**config.mk**
```make
export PLATFORM = sky130hd
export DESIGN_NAME = serial_add_ctrl_flat
export DESIGN_NICKNAME = d
export VERILOG_FILES = /design/src/rtl/serial_add_ctrl_if.sv /design/src/rtl/serial_add_ctrl.sv /design/src/flat_wrapper.sv
export SDC_FILE = /design/constraint.sdc
export NUM_CORES = 1
export LEC_CHECK = 0
export CAP_MARGIN = 20
export CORE_MARGIN = 2
export CORE_UTILIZATION = 55
export DETAILED_ROUTE_END_ITERATION = 6
export GPL_TIMING_DRIVEN = 0
export PLACE_DENSITY = 0.83
export SYNTH_ARGS = -nofsm -noshare
export SYNTH_HDL_FRONTEND = slang
export SYNTH_SLANG_ARGS = --single-unit
```
**constraint.sdc**
```tcl
create_clock -name clk -period 3.11 [get_ports clk]
set_input_delay 0.933 -clock clk [delete_from_list [all_inputs] [get_ports clk]]
set_output_delay 0.933 -clock clk [all_outputs]
set_load 0.02 [all_outputs]
```
**src/rtl/serial_add_ctrl_if.sv**
```systemverilog
// Handshake and operand/result bundle between a controlling FSM and the
// bit-serial add/subtract sequencer.
interface serial_add_ctrl_if #(
  parameter int unsigned WIDTH = 8
);
  logic             start;
  logic             sub;
  logic [WIDTH-1:0] a;
  logic [WIDTH-1:0] b;
  logic             cin;
  logic             busy;
  logic             done;
  logic [WIDTH-1:0] sum;
  logic             cout;
  logic             ovf;
  logic             zero;

  modport master (
    output start, sub, a, b, cin,
    input  busy, done, sum, cout, ovf, zero
  );

  modport slave (
    input  start, sub, a, b, cin,
    output busy, done, sum, cout, ovf, zero
  );
endinterface

```
**src/rtl/serial_add_ctrl.sv**
```systemverilog
// Bit-serial add/subtract sequencer: one 1-bit full-adder cell is reused
// across WIDTH cycles, LSB first, with the carry held in a flop between bits.

// Shared 1-bit full-adder cell.
module full_adder (
  input  logic a,
  input  logic b,
  input  logic ci,
  output logic s,
  output logic co
);
  assign s  = a ^ b ^ ci;
  assign co = (a & b) | (ci & (a ^ b));
endmodule

module serial_add_ctrl #(
  parameter int unsigned WIDTH = 8
) (
  input  logic               clk,
  input  logic               reset_n,
  serial_add_ctrl_if.slave   bus
);
  localparam int unsigned CW = (WIDTH > 1) ? $clog2(WIDTH) : 1;
  localparam logic [CW-1:0] CNT_LAST = CW'(WIDTH - 1);
  localparam logic [CW-1:0] CNT_MSB  = CW'(WIDTH - 2);

  typedef enum logic [1:0] {
    IDLE,
    RUN,
    DONE
  } state_t;

  state_t state_q, state_d;

  logic [WIDTH-1:0] a_sh;
  logic [WIDTH-1:0] b_sh;
  // Result shift register keeps only the upper WIDTH-1 bits; the incoming
  // cell bit completes the word in r_next, so no bit is stored and discarded.
  logic [WIDTH-2:0] r_sh;
  logic [WIDTH-1:0] r_next;
  logic [CW-1:0]    count;
  logic             carry;
  logic             c_msb_in;
  logic [WIDTH-1:0] sum_q;
  logic             cout_q;
  logic             ovf_q;
  logic             zero_q;

  logic cell_sum;
  logic cell_cout;
  logic accept;
  logic last;

  full_adder u_fa (
    .a  (a_sh[0]),
    .b  (b_sh[0]),
    .ci (carry),
    .s  (cell_sum),
    .co (cell_cout)
  );

  // Decode of the current bit step and of a start being taken.
  always_comb begin
    accept = 1'b0;
    last   = 1'b0;
    r_next = {cell_sum, r_sh};
    if (state_q != RUN) accept = bus.start;
    if (state_q == RUN && count == CNT_LAST) last = 1'b1;
  end

  // Next-state logic: start is only honoured outside RUN.
  always_comb begin
    state_d = state_q;
    case (state_q)
      IDLE, DONE: state_d = bus.start ? RUN : IDLE;
      RUN:        if (count == CNT_LAST) state_d = DONE;
      default:    state_d = IDLE;
    endcase
  end

  // State register.
  always_ff @(posedge clk or negedge reset_n) begin
    if (!reset_n) state_q <= IDLE;
    else          state_q <= state_d;
  end

  // Operand load, bit-serial datapath and result publication.
  always_ff @(posedge clk or negedge reset_n) begin
    if (!reset_n) begin
      a_sh     <= '0;
      b_sh     <= '0;
      r_sh     <= '0;
      count    <= '0;
      carry    <= 1'b0;
      c_msb_in <= 1'b0;
      sum_q    <= '0;
      cout_q   <= 1'b0;
      ovf_q    <= 1'b0;
      zero_q   <= 1'b0;
    end else if (accept) begin
      a_sh  <= bus.a;
      b_sh  <= bus.sub ? ~bus.b : bus.b;
      carry <= bus.sub ? 1'b1 : bus.cin;
      count <= '0;
    end else if (state_q == RUN) begin
      r_sh  <= r_next[WIDTH-1:1];
      a_sh  <= a_sh >> 1;
      b_sh  <= b_sh >> 1;
      carry <= cell_cout;
      count <= count + CW'(1);
      if (count == CNT_MSB) c_msb_in <= cell_cout;
      if (last) begin
        sum_q  <= r_next;
        cout_q <= cell_cout;
        ovf_q  <= c_msb_in ^ cell_cout;
        zero_q <= (r_next == '0);
      end
    end
  end

  // Status and result outputs, all derived from registered state.
  always_comb begin
    bus.busy = (state_q == RUN);
    bus.done = (state_q == DONE);
    bus.sum  = sum_q;
    bus.cout = cout_q;
    bus.ovf  = ovf_q;
    bus.zero = zero_q;
  end
endmodule
```
**src/flat_wrapper.sv**
```systemverilog
// flat-port wrapper written by rule: the top's interface ports become plain ports
module serial_add_ctrl_flat 
#(
  parameter int unsigned WIDTH = 8
)
  (clk, reset_n, bus_start, bus_sub, bus_a, bus_b, bus_cin, bus_busy, bus_done, bus_sum, bus_cout, bus_ovf, bus_zero);
  serial_add_ctrl_if #(.WIDTH(WIDTH)) bus_i ();
  input  logic clk;
  input  logic reset_n;
  input wire logic [$bits(bus_i.start)-1:0] bus_start;
  input wire logic [$bits(bus_i.sub)-1:0] bus_sub;
  input wire logic [$bits(bus_i.a)-1:0] bus_a;
  input wire logic [$bits(bus_i.b)-1:0] bus_b;
  input wire logic [$bits(bus_i.cin)-1:0] bus_cin;
  output wire logic [$bits(bus_i.busy)-1:0] bus_busy;
  output wire logic [$bits(bus_i.done)-1:0] bus_done;
  output wire logic [$bits(bus_i.sum)-1:0] bus_sum;
  output wire logic [$bits(bus_i.cout)-1:0] bus_cout;
  output wire logic [$bits(bus_i.ovf)-1:0] bus_ovf;
  output wire logic [$bits(bus_i.zero)-1:0] bus_zero;
  assign bus_i.start = bus_start;
  assign bus_i.sub = bus_sub;
  assign bus_i.a = bus_a;
  assign bus_i.b = bus_b;
  assign bus_i.cin = bus_cin;
  assign bus_busy = bus_i.busy;
  assign bus_done = bus_i.done;
  assign bus_sum = bus_i.sum;
  assign bus_cout = bus_i.cout;
  assign bus_ovf = bus_i.ovf;
  assign bus_zero = bus_i.zero;
  serial_add_ctrl #(.WIDTH(WIDTH)) u_core (.clk(clk), .reset_n(reset_n), .bus(bus_i));
endmodule
```
; ---- Yosys cells after proc, flatten, opt, wreduce, memory -nomap -nowiden
; Cells that the tools add are included.
[totals]
regBits = 41
word_cells = 49
[op_classes]
addsub = 1
n_eq_ne = 6
mux = 15
bitwise = 8
reduce_logical = 8
[op_table]
columns = operator, count
row1 = $mux W8, 5
row2 = $logic_not A8 Y1, 1
row3 = $not A8 Y8, 1
row4 = $eq A3 B3 Y1 const B, 2
row5 = $mux W1, 6
row6 = $mux W3, 2
row7 = $reduce_and A3 Y1, 2
row8 = $ne A2 B1 Y1 const B, 2
row9 = $pmux W2 S2, 1
row10 = $add A3 B1 Y3 const B, 1
row11 = $xor A1 B1 Y1, 3
row12 = $and A1 B1 Y1, 2
row13 = $eq A2 B1 Y1 const B, 1
row14 = $eq A2 B2 Y1 const B, 1
row15 = $logic_not A2 Y1, 1
row16 = $mux W2, 1
row17 = $reduce_and A2 Y1, 1
row18 = $reduce_bool A2 Y1, 1
row19 = $reduce_or A2 Y1, 1
row20 = $logic_and A1 B1 Y1, 1
row21 = $not A1 Y1, 1
row22 = $or A1 B1 Y1, 1

; ---- Longest topological paths before layout
[logic_depth]
depth_word = 5
ltp_mapped = 6

; ---- By module
; Synthesis repeated with hierarchy kept, for this count alone.
[hier_totals]
hier_cells = 167
hier_area_um2 = 1859.3
[by_module_without_submodules]
columns = module, instances, cells_per_inst, area_each_um2, seq_area_each_um2
row1 = serial_add_ctrl, 1, 166, 1839.3, 1026.0
row2 = full_adder, 1, 1, 20.0, 0.0

; ---- Least setup slack after synthesis
; Ideal clock, no wire load.
[synth_path]
path_type = register to output
from = register u_core.state_q[1]
to = output bus_busy
arrival_ps = 863
t_required_ps = 2177
path_slack_ps = 1314
stages_incl_launch_ff = 4
path_buffers = 1
path_cell_list = dfrtp_1 > nand2b_1 > inv_2 > buf_2
[synth_between]
elab_chain_cells = 1
[synth_rtl]
columns = item, line_no
row1 = start: declaration, serial_add_ctrl.sv:33  ; state_t state_q, state_d;
row2 = start signal: assignment, serial_add_ctrl.sv:84  ; else state_q <= state_d;
row3 = $eq A2 B1 Y1, serial_add_ctrl.sv:123  ; bus.busy = (state_q == RUN);
row4 = end: declaration, flat_wrapper.sv:15  ; output wire logic [$bits(bus_i.busy)-1:0] bus_busy;
; No other way between the ends.

; ---- Final worst setup path
; Same ends and word-level chain as after synthesis.

==> run metrics <==
post-synth top area cell=dfrtp_1; Fillers=278; RSZ-0062 raised after global routing=false; Hold Crit Class=reg -> reg; Mapped Nets=between 150 and 200; # diodes=0; DRC violations left=0; Cell Pwr Density=just over 900 nW/um^2; Final nets=231; WP data required=2.18 ns; Starting Density=56.8%; Synth area leaders=dfrtp_1, mux2i_1, nand2_1, o21ai_0, mux2_4; via count of the first global-routing pass=1,300; DPL Wire Length=between 2000 and 2500 microns; max_slew headroom=39.5%; DP Area=2250 sq um; Ys Warns=0; Pleak=between 1 and 1.5 nW; # clock sinks=about 40; crit path DAT=1.93 ns; CP Max Fanout=10; sequential share of the synthesized area=54.6%; Total GRT Usage=19.8%; Iteration-0 DRC Markers=102; post-synthesis sequential element count=between 40 and 50; die footprint=3900 sq um; first-pass GRT wire length=5900 microns; via count=1,313; clk slew on worst S/H paths=0.12 ns; syn_area_per_cell=11.3 sq um; Max VDD drop=0.393 mV; CP Class=reg -> out; Final Slew Violations=0; Mapped Cells=167; Layout area overhead=22.6%; layout cell share with drive strength beyond 1=between 10% and 20%; Post CTS Setup Buffer Count=0; top cell type's share of synthesized area=54.6%; Clk Latency, worst-skew pair=around 0.35 ns; skew final=between 0.007 and 0.008 ns; first drt pass iteration count=4; Final period util=between 90% and 100%; final setup TNS=0 ns; Cell variety after synth=27; routability cong.=0.780; core area=3310 sq um; top_reg_cell synth=dfrtp_1; EDFF count, synth=0; global route overflow=0; max_cap viols=0; Root Buffer=clkbuf_4; Top Ports=34; crit path launch type=flip-flop; CTS max path bufs=2; pin count of the biggest net entering global routing=42; multi-input logic area=790 sq um; hold buffers post-CTS=0; status=finished, final reports clean; number of antenna violations at the first check in global routing=0; port bufs=32; WL/cell=around 13 microns; Hold Slack=0.491 ns; final setup violating endpoints=0; antenna-violating nets left=0; fin crit period=2.86 ns; FF+latch area=1030 sq um; Post-Route WL=approximately 3400 microns; Die Ht=roughly 62 microns; mapped cell area=1880 sq um; Post-CTS Resized=0; Die X=62.5 microns; Worst Max-Slew Pin Slew=between 0.9 and 1 ns; FP Rows=21; Critical Path Sink Type=output port; CTS tree=built; cts bufs inserted=5; H-tree levels=2; Final Hold Viols=0; fmax=0.350 GHz; Post-synth ARST share=100%; fin area=2300 sq um; drt via density=5.19
-- layout make-up --
type | instances | area share [%]
multi-input cells | 114 | 34.3
repair buffers | 32 | 13.7
clock inverters | 2 | 0.435
inverters | 3 | 0.489
well taps | 46 | 2.50
flip-flops and latches | 41 | 44.5
plain buffers | 9 | 2.28
clock buffers | 6 | 1.79
-- cell usage after synthesis, types with 2 or more instances --
library cell   n
buf_2          5
dfrtp_1       41
ha_1           3
inv_1          2
mux2_2         5
mux2_4         6
mux2i_1       15
nand2_1       40
nand2b_1       3
nor2_1         3
nor4_1         2
o21ai_0       20
xnor2_1        2
xor2_1         7
-- cell usage in the layout (no fill, tap or decap), types with 2 or more instances in the layout --
cell             count
buf_2                6
clkbuf_1             2
clkbuf_4             5
clkdlybuf4s50_1     31
clkinv_2             2
dfrtp_1             41
ha_1                 3
inv_1                2
mux2_2               5
mux2_4               6
mux2i_1             15
nand2_1             40
nand2b_1             3
nor2_1               3
nor4_1               2
o21ai_0             20
xnor2_1              2
xor2_1               7
-- worst max-delay path, stage by stage (launching register included) --
cell and delay, ns:
dfrtp_1 0.41, nand2b_1 0.17, inv_2 0.12, buf_2 0.24, clkdlybuf4s50_1 0.63
-- where the power goes --
group / internal (mW) / switching [mW] / leakage, nW
Sequential: 0.766 / 0.159 / 0.525
Combinational: 0.431 / 0.478 / 0.554
Clock: 0.0862 / 0.166 / 0.0320
-- sequential cells by signal, summed over array words and instances, names as in the netlist --
name	count
u_core.c_msb_in	1
u_core.bus.sum	8
u_core.carry	1
u_core.bus.cout	1
u_core.b_sh	8
u_core.bus.ovf	1
u_core.state_q	2
u_core.bus.zero	1
u_core.r_sh	7
u_core.a_sh	8
u_core.count	3
-- metal layers --
layer / vias to the layer above / wire length [microns] / GRT usage, %
met5: - / 0 / 0
met4: 0 / 65 / 9.17
met3: 5 / 156 / 5.41
met2: 35 / 1730 / 34.3
met1: 645 / 1440 / 22.8
li1: 628 / - / -
-- cell families after synthesis --
group / count (synthesis) / share of synthesized area, %
buf+inv: 12 / 3.39
flops: 41 / 54.6
mux: 26 / 15.8
xor+xnor: 9 / 4.19
fa+ha+maj: 4 / 3.06
compound gates: 22 / 6.06
simple gates: 53 / 12.9
-- worst paths after layout --
| path | from | end | slack (ns) | cells after the start |
|---|---|---|---|---|
| max | u_core.state_q[1] | bus_busy | 0.25 | 4 |
| min | u_core.bus.zero | u_core.bus.zero | 0.49 | 2 |
| max reg2reg | u_core.count[0] | u_core.bus.sum[6] | 1.55 | 5 |
| min reg2reg | u_core.bus.zero | u_core.bus.zero | 0.49 | 2 |
| max in group asynchronous | reset_n | u_core.count[0] | 1.85 | 1 |
| min in group asynchronous | reset_n | u_core.bus.zero | 0.70 | 1 |
-- per-stage QoR --
step	setup slack [ns]	cells	power [mW]	utilization, %
2_1_floorplan	1.31	167	1.51	-
3_3_place_gp	0.156	245	1.80	68.2
3_5_place_dp	0.626	245	1.86	68.0
4_1_cts	0.216	253	2.11	69.6
5_1_grt	0.111	253	2.26	69.6
6_report	0.249	253	2.09	69.6
Note: power is estimated with default switching activity, not from simulation.
